--- src/rtl/comp_thresh_readback_fsm_pkg.sv ---
// comp_thresh_readback_fsm_pkg -- state encodings, control bundle and voting/decoding helpers.
// Rev 1.0
`default_nettype none

package comp_thresh_readback_fsm_pkg;

  typedef enum logic [1:0] {
    ST_IDLE   = 2'b00,
    ST_SELECT = 2'b01,
    ST_DONE   = 2'b10,
    ST_SHIFT  = 2'b11
  } state_t;

  typedef struct packed {
    logic cs_n;
    logic sclk;
    logic busy;
    logic done;
  } ctl_t;

  localparam ctl_t CTL_RESET = '{cs_n: 1'b1, sclk: 1'b0, busy: 1'b0, done: 1'b0};

  function automatic logic maj3(input logic a, input logic b, input logic c);
    return (a & b) | (a & c) | (b & c);
  endfunction

  // An unknown or corrupted voted state falls through to default and recovers to Idle.
  function automatic state_t next_state(
    input state_t cur,
    input logic   req,
    input logic   start,
    input logic   phase_last,
    input logic   hi,
    input logic   bit_last
  );
    state_t ns;
    case (cur)
      ST_IDLE:   ns = req ? ST_SELECT : ST_IDLE;
      ST_SELECT: ns = phase_last ? ST_SHIFT : ST_SELECT;
      ST_SHIFT:  ns = (phase_last && hi && bit_last) ? ST_DONE : ST_SHIFT;
      ST_DONE:   ns = start ? ST_DONE : ST_IDLE;
      default:   ns = ST_IDLE;
    endcase
    return ns;
  endfunction

  function automatic ctl_t decode_ctl(input state_t ns, input logic hi_next);
    ctl_t c;
    c.busy = (ns == ST_SELECT) || (ns == ST_SHIFT);
    c.cs_n = ~c.busy;
    c.sclk = (ns == ST_SHIFT) && hi_next;
    c.done = (ns == ST_DONE);
    return c;
  endfunction

endpackage

`default_nettype wire

--- src/rtl/comp_thresh_readback_fsm_tmr_vote.sv ---
// comp_thresh_readback_fsm_tmr_vote -- bitwise 2-of-3 majority voter of parameterised width.
// Rev 1.0
`default_nettype none

module comp_thresh_readback_fsm_tmr_vote
  import comp_thresh_readback_fsm_pkg::*;
#(
  parameter int WIDTH = 1
) (
  input  logic [WIDTH-1:0] a,
  input  logic [WIDTH-1:0] b,
  input  logic [WIDTH-1:0] c,
  output logic [WIDTH-1:0] y
);

  for (genvar i = 0; i < WIDTH; i++) begin : g_bit
    assign y[i] = maj3(a[i], b[i], c[i]);
  end

endmodule

`default_nettype wire

--- src/rtl/comp_thresh_readback_fsm.sv ---
// comp_thresh_readback_fsm -- TMR serial readback receiver for the comparator-threshold DAC chain.
// Rev 1.0
`default_nettype none

module comp_thresh_readback_fsm
  import comp_thresh_readback_fsm_pkg::*;
#(
  parameter int NBITS = 16,
  parameter int DIV   = 2
) (
  input  logic             clk,
  input  logic             rst_n,
  input  logic             start,
  input  logic             sdi,
  output logic             sclk,
  output logic             cs_n,
  output logic             busy,
  output logic             done,
  output logic [NBITS-1:0] dout
);

  localparam int PW = (DIV > 1) ? $clog2(DIV) : 1;
  localparam int BW = $clog2(NBITS);
  localparam logic [PW-1:0] PHASE_LAST = PW'(DIV - 1);
  localparam logic [BW-1:0] BIT_LAST   = BW'(NBITS - 1);

  state_t state_0, state_1, state_2, state_v;
  state_t ns_0, ns_1, ns_2;
  ctl_t   ctl_0, ctl_1, ctl_2, ctl_v;
  ctl_t   ctl_nx_0, ctl_nx_1, ctl_nx_2;
  logic [1:0] state_vote;
  logic [3:0] ctl_vote;

  logic             req;
  logic [PW-1:0]    phase_cnt, phase_nx;
  logic [BW-1:0]    bit_cnt, bit_nx;
  logic             hi, hi_nx;
  logic             capture;
  logic             phase_last, bit_last, enter_done;
  logic [NBITS-1:0] shadow;

  comp_thresh_readback_fsm_tmr_vote #(.WIDTH(2)) u_vote_state (
    .a (state_0),
    .b (state_1),
    .c (state_2),
    .y (state_vote)
  );
  assign state_v = state_t'(state_vote);

  comp_thresh_readback_fsm_tmr_vote #(.WIDTH(4)) u_vote_ctl (
    .a (ctl_0),
    .b (ctl_1),
    .c (ctl_2),
    .y (ctl_vote)
  );
  assign ctl_v = ctl_t'(ctl_vote);

  assign cs_n = ctl_v.cs_n;
  assign sclk = ctl_v.sclk;
  assign busy = ctl_v.busy;
  assign done = ctl_v.done;

  assign phase_last = (phase_cnt == PHASE_LAST);
  assign bit_last   = (bit_cnt == BIT_LAST);
  assign enter_done = (state_v == ST_SHIFT) && phase_last && hi && bit_last;

  // Shift bits split into a low and a high half, DIV cycles each; SDI is taken as SCLK rises.
  always_comb begin
    phase_nx = '0;
    bit_nx   = '0;
    hi_nx    = 1'b0;
    capture  = 1'b0;
    case (state_v)
      ST_SELECT: begin
        phase_nx = phase_last ? '0 : phase_cnt + 1'b1;
      end
      ST_SHIFT: begin
        bit_nx = bit_cnt;
        hi_nx  = hi;
        if (phase_last) begin
          phase_nx = '0;
          if (!hi) begin
            hi_nx   = 1'b1;
            capture = 1'b1;
          end else begin
            hi_nx  = 1'b0;
            bit_nx = bit_last ? bit_cnt : bit_cnt + 1'b1;
          end
        end else begin
          phase_nx = phase_cnt + 1'b1;
        end
      end
      default: begin
        phase_nx = '0;
        bit_nx   = '0;
        hi_nx    = 1'b0;
      end
    endcase
  end

  // Each copy derives its next state and outputs from the voted state independently.
  always_comb begin
    ns_0     = next_state(state_v, req, start, phase_last, hi, bit_last);
    ctl_nx_0 = decode_ctl(ns_0, hi_nx);
  end

  always_comb begin
    ns_1     = next_state(state_v, req, start, phase_last, hi, bit_last);
    ctl_nx_1 = decode_ctl(ns_1, hi_nx);
  end

  always_comb begin
    ns_2     = next_state(state_v, req, start, phase_last, hi, bit_last);
    ctl_nx_2 = decode_ctl(ns_2, hi_nx);
  end

  always_ff @(negedge clk or negedge rst_n) begin
    if (!rst_n) begin
      state_0 <= ST_IDLE;
      state_1 <= ST_IDLE;
      state_2 <= ST_IDLE;
      ctl_0   <= CTL_RESET;
      ctl_1   <= CTL_RESET;
      ctl_2   <= CTL_RESET;
    end else begin
      state_0 <= ns_0;
      state_1 <= ns_1;
      state_2 <= ns_2;
      ctl_0   <= ctl_nx_0;
      ctl_1   <= ctl_nx_1;
      ctl_2   <= ctl_nx_2;
    end
  end

  always_ff @(negedge clk or negedge rst_n) begin
    if (!rst_n) begin
      req       <= 1'b0;
      phase_cnt <= '0;
      bit_cnt   <= '0;
      hi        <= 1'b0;
      shadow    <= '0;
      dout      <= '0;
    end else begin
      req       <= start;
      phase_cnt <= phase_nx;
      bit_cnt   <= bit_nx;
      hi        <= hi_nx;
      if (capture) begin
        shadow <= {shadow[NBITS-2:0], sdi};
      end
      if (enter_done) begin
        dout <= shadow;
      end
    end
  end

endmodule

`default_nettype wire

--- config.mk ---
export PLATFORM = sky130hd
export DESIGN_NAME = comp_thresh_readback_fsm
export DESIGN_NICKNAME = d
export VERILOG_FILES = /design/src/rtl/comp_thresh_readback_fsm_pkg.sv /design/src/rtl/comp_thresh_readback_fsm_tmr_vote.sv /design/src/rtl/comp_thresh_readback_fsm.sv
export SDC_FILE = /design/constraint.sdc
export NUM_CORES = 1
export LEC_CHECK = 0
export CAP_MARGIN = 20
export CORE_AREA = 2 2 69 71
export CTS_CLUSTER_SIZE = 10
export DETAILED_ROUTE_END_ITERATION = 10
export DIE_AREA = 0 0 71 73
export PLACE_DENSITY = 0.67
export SETUP_SLACK_MARGIN = 0.1
export SLEW_MARGIN = 20
export SYNTH_ARGS = -nofsm -noshare
export SYNTH_HDL_FRONTEND = slang
export SYNTH_SLANG_ARGS = --single-unit
--- constraint.sdc ---
create_clock -name clk -period 2.2 [get_ports clk]
set_clock_uncertainty 0.2 [all_clocks]
set_input_delay 0.44 -clock clk [delete_from_list [all_inputs] [get_ports clk]]
set_output_delay 0.44 -clock clk [all_outputs]
set_load 0.02 [all_outputs]
==> flow_results.xml, run 1 <==
<?xml version="1.0" encoding="UTF-8"?>
<metrics>
  <group name="hold_path">
    <metric name="hold_depth" unit="">1</metric>
    <metric name="hp-class" unit="">flip-flop to flip-flop</metric>
  </group>
  <group name="worst_setup_path">
    <metric name="r2r_cells" unit="">5</metric>
    <metric name="path_max_fanout" unit="">1</metric>
    <metric name="delay_of_the_slowest_critical_path_stage" unit="ns">0.52</metric>
    <metric name="family_with_the_most_delay_on_the_worst_path" unit="">flip-flops</metric>
    <metric name="end_kind" unit="">primary output</metric>
    <metric name="timing.critical_path.arrival" unit="ns">2.06</metric>
    <metric name="path_buf_inv" unit="">1</metric>
    <metric name="cpMaxStageDelayCell" unit="">sky130_fd_sc_hd__dfstp_2</metric>
    <metric name="cp_num_cells" unit="">1</metric>
    <metric name="path_cells" unit="">buf_6</metric>
    <metric name="crit_type" unit="">flip-flop to primary output</metric>
    <metric name="worstSetupStartpointType" unit="">flip-flop</metric>
    <metric name="worst-r2r-setup-slack" unit="ns">0.21</metric>
    <metric name="critPathRequiredTime" unit="ns">1.56</metric>
  </group>
  <group name="floorplan">
    <metric name="initial_utilization" unit="%">39.9</metric>
    <metric name="core.rowCount" unit="">25</metric>
    <metric name="die_h" unit="um">73</metric>
    <metric name="design.portCount" unit="">24</metric>
    <metric name="placeableCoreArea" unit="mm2">0.00454</metric>
    <metric name="die_area" unit="mm2">0.00518</metric>
    <metric name="chipWidth" unit="um">71</metric>
  </group>
  <group name="sta">
    <metric name="finalHoldViolations" unit="">0</metric>
    <metric name="worstMarginPinSlew" unit="ns">0.415</metric>
    <metric name="report.final.setup_viol" unit="">20</metric>
    <metric name="grt_setup_unrepaired" unit="">yes</metric>
    <metric name="report.final.slew_viol_count" unit="">0</metric>
    <metric name="max_slew_headroom" unit="%">72.3</metric>
    <metric name="hold-worst-slack" unit="ns">0.254</metric>
    <metric name="finalWorstSetupSlack" unit="ns">-0.503</metric>
  </group>
  <group name="logic_synthesis">
    <metric name="synthesis.instances" unit="">120</metric>
    <metric name="synth_nets" unit="">127</metric>
    <metric name="synth.avg_cell_area" unit="um2">15.1</metric>
    <metric name="synth.yosys.warnings" unit="">0</metric>
    <metric name="synth.ff_latch_count" unit="">45</metric>
    <metric name="syn-cell-area" unit="mm2">0.00181</metric>
    <metric name="synth.yosys.seq_area_share" unit="%">62.2</metric>
    <metric name="yosysUniqueCellTypes" unit="">26</metric>
  </group>
  <group name="place">
    <metric name="placed_cell_area" unit="mm2">0.00219</metric>
    <metric name="dpl.hpwl" unit="um">2110</metric>
    <metric name="portBuffers" unit="">23</metric>
    <metric name="gpl.final_weighted_congestion" unit="">0.774</metric>
    <metric name="placed_cells" unit="">206</metric>
  </group>
  <group name="detailed_routing">
    <metric name="route.vias.total" unit="">1086</metric>
    <metric name="drcViolationCount" unit="">0</metric>
    <metric name="finalWirelength" unit="um">2930</metric>
    <metric name="detail_route.vias_per_cell" unit="">4.85</metric>
    <metric name="post_drt_wl_per_cell" unit="um">13.1</metric>
    <metric name="drtPass1Iterations" unit="">4</metric>
    <metric name="drt_iter0_drc" unit="">44</metric>
    <metric name="drt.antenna.violating_nets" unit="">0</metric>
  </group>
  <group name="global_routing">
    <metric name="antenna_found_initial" unit="">0</metric>
    <metric name="grt_start_max_net_pins" unit="">20</metric>
    <metric name="globalRouteTotalUtil" unit="%">12.6</metric>
    <metric name="grt_pass1_wl" unit="um">5090</metric>
    <metric name="grt_overflow" unit="">0</metric>
    <metric name="vias_in_the_first_global_route" unit="">1117</metric>
  </group>
  <group name="cells_and_area">
    <metric name="n_antenna_cell" unit="">0</metric>
    <metric name="most-common-layout-cells" unit="">sky130_fd_sc_hd__dfrtn_1, sky130_fd_sc_hd__mux2_2, sky130_fd_sc_hd__buf_4</metric>
    <metric name="finalInstanceArea" unit="mm2">0.00237</metric>
    <metric name="multi_input_comb_area" unit="um2">651</metric>
    <metric name="instances_no_fill" unit="">224</metric>
    <metric name="layout.nets" unit="">177</metric>
    <metric name="final_layout_size_suffix_gt1_share" unit="%">51.8</metric>
    <metric name="final_common_cell" unit="">sky130_fd_sc_hd__dfrtn_1</metric>
    <metric name="fillers" unit="">349</metric>
    <metric name="fin_util" unit="%">52.4</metric>
    <metric name="regArea" unit="mm2">0.00113</metric>
    <metric name="syn_to_final_growth" unit="%">31.1</metric>
  </group>
  <group name="power_and_ir_drop">
    <metric name="cell_internal_pwr" unit="W">0.00183</metric>
    <metric name="share_clk_of_total_power" unit="%">17.3</metric>
    <metric name="total_switching_power" unit="W">0.000840</metric>
    <metric name="sw_frac_of_total" unit="%">31.5</metric>
    <metric name="power_density_over_the_cells" unit="mW/mm2">1120</metric>
    <metric name="ir_drop" unit="uV">733</metric>
    <metric name="pwr-share-seq" unit="%">49.8</metric>
    <metric name="comb_power_share" unit="%">32.8</metric>
    <metric name="total_leakage_power" unit="nW">1.15</metric>
    <metric name="post-layout-total-power" unit="W">0.00267</metric>
  </group>
  <group name="clocking">
    <metric name="worst_skew_pair.late_latency" unit="ns">0.29</metric>
    <metric name="cts-buffers-inserted" unit="">5</metric>
    <metric name="cts_hold_buf" unit="">0</metric>
    <metric name="cts.root.buffer_cell" unit="">sky130_fd_sc_hd__clkbuf_8</metric>
    <metric name="cts.sinks" unit="">45</metric>
    <metric name="htree_levels" unit="">2</metric>
    <metric name="tritoncts" unit="">yes</metric>
    <metric name="clkSlewWorstSetupHoldPaths" unit="ns">0.05</metric>
    <metric name="clockBufferDepth" unit="">2</metric>
  </group>
  <group name="outcome">
    <metric name="violations" unit="">setup timing</metric>
    <metric name="run_status" unit="">finished with violations</metric>
  </group>
  <group name="job">
    <metric name="max_cap_violations" unit="">0</metric>
  </group>
</metrics>
power by group through the flow:
stage	Combinational (W)	Clock (W)	Sequential (W)
floorplan	0.000570	0.00000569	0.00133
global placement	0.000796	0.00000569	0.00132
detailed placement	0.000836	0.00000569	0.00134
CTS	0.000876	0.000496	0.00133
global route	0.000962	0.000530	0.00138
finish	0.000876	0.000463	0.00133
Yosys cell counts:
cell                       count  area, um2
sky130_fd_sc_hd__a21oi_1       5       25.0
sky130_fd_sc_hd__and3_2        1       7.51
sky130_fd_sc_hd__buf_2         1       5.00
sky130_fd_sc_hd__nor2b_1       1       6.26
sky130_fd_sc_hd__buf_12        1       20.0
sky130_fd_sc_hd__a21o_1        2       15.0
sky130_fd_sc_hd__mux2_4       10        150
sky130_fd_sc_hd__nor2_1        5       18.8
sky130_fd_sc_hd__nor3_1        3       15.0
sky130_fd_sc_hd__buf_4         1       7.51
sky130_fd_sc_hd__ha_1          3       37.5
sky130_fd_sc_hd__dfstp_2       1       26.3
sky130_fd_sc_hd__nand3_2       2       20.0
sky130_fd_sc_hd__nand3_1       2       10.0
sky130_fd_sc_hd__nor3_4        1       16.3
sky130_fd_sc_hd__nand3b_1      1       7.51
sky130_fd_sc_hd__or3_1         1       6.26
sky130_fd_sc_hd__inv_1         2       7.51
sky130_fd_sc_hd__dfrtn_1      44       1100
sky130_fd_sc_hd__nand2_1       3       11.3
sky130_fd_sc_hd__mux2_2       22        248
sky130_fd_sc_hd__a211oi_1      1       7.51
sky130_fd_sc_hd__nand2_2       1       6.26
sky130_fd_sc_hd__a41oi_1       1       8.76
sky130_fd_sc_hd__and2_1        2       12.5
sky130_fd_sc_hd__o21ai_0       3       15.0
per-stage QoR:
stage               TNS, ns  setup slack, ns
floorplan            -0.552          -0.0944
detailed placement   -11.89           -0.627
CTS                   -7.85           -0.516
finish                -7.57           -0.503
global route          -8.29           -0.547
global placement     -11.72           -0.625
worst paths after layout:
check	start	to
worst max-delay path	ctl_2[3]$_DFF_NN1_	cs_n
worst min-delay path	shadow[15]$_DFFE_NN0P_	dout[15]$_DFFE_NN0P_
worst max register to register	bit_cnt[0]$_DFFE_NN0P_	dout[9]$_DFFE_NN0P_
worst min register to register	shadow[15]$_DFFE_NN0P_	dout[15]$_DFFE_NN0P_
max in group asynchronous	rst_n	shadow[11]$_DFFE_NN0P_
min in group asynchronous	rst_n	dout[2]$_DFFE_NN0P_
what timing repair did:
item | 4_1_cts | 5_1_grt
pin swaps | 0 | 0
gates resized for setup | 123 | 1
endpoints found under the setup margin | 23 | 26
buffers inserted | 7 | 4
metal layers:
layer | wire [um] | global-route usage [%]
met4 | 48 | 4.40
met5 | 0 | 0
met1 | 1290 | 14.7
met2 | 1470 | 21.8
met3 | 116 | 4.42
registers in the layout, summed over array words and instances, names as in the netlist:
register / cells
shadow: 16
bit_cnt: 4
ctl_2: 4
state_2: 2
hi: 1
req: 1
dout: 16
phase_cnt: 1
worst reg2reg max path: stages (launching register included):
cell and delay [ns]:
sky130_fd_sc_hd__dfrtn_1 0.49, sky130_fd_sc_hd__ha_2 0.26, sky130_fd_sc_hd__nand3_2 0.12, sky130_fd_sc_hd__nor3_4 0.23, sky130_fd_sc_hd__buf_12 0.19, sky130_fd_sc_hd__mux2_2 0.35
kinds of logic (layout without fill, tap and decap cells):
kind of cell               count (synthesis)  in the layout  synth area share (%)
DFF                                       45             45                  62.2
adders and majority gates                  3              3                  2.07
AOI/OAI and AO/OA                         12             12                  3.94
and+or+nand+nor                           23             23                  7.60
muxes                                     32             32                  22.0
buffers and inverters                      5             55                  2.21
layout make-up:
class / instances / share of cell area, %
flip-flops and latches: 45 / 47.5
multi-input cells: 70 / 27.4
repair buffers: 46 / 18.8
clock buffers: 6 / 3.06
well taps: 54 / 2.85
clock inverters: 2 / 0.316
inverters: 1 / 0.158
Note: power is estimated with default switching activity, not from simulation.
==> inputs of run 2 (changes only) <==
- CAP_MARGIN: 20 -> 0
- GPL_ROUTABILITY_DRIVEN: unset -> 1
==> results of run 2 <==
The final DEF is identical to that of run 1; final timing and power are the same.
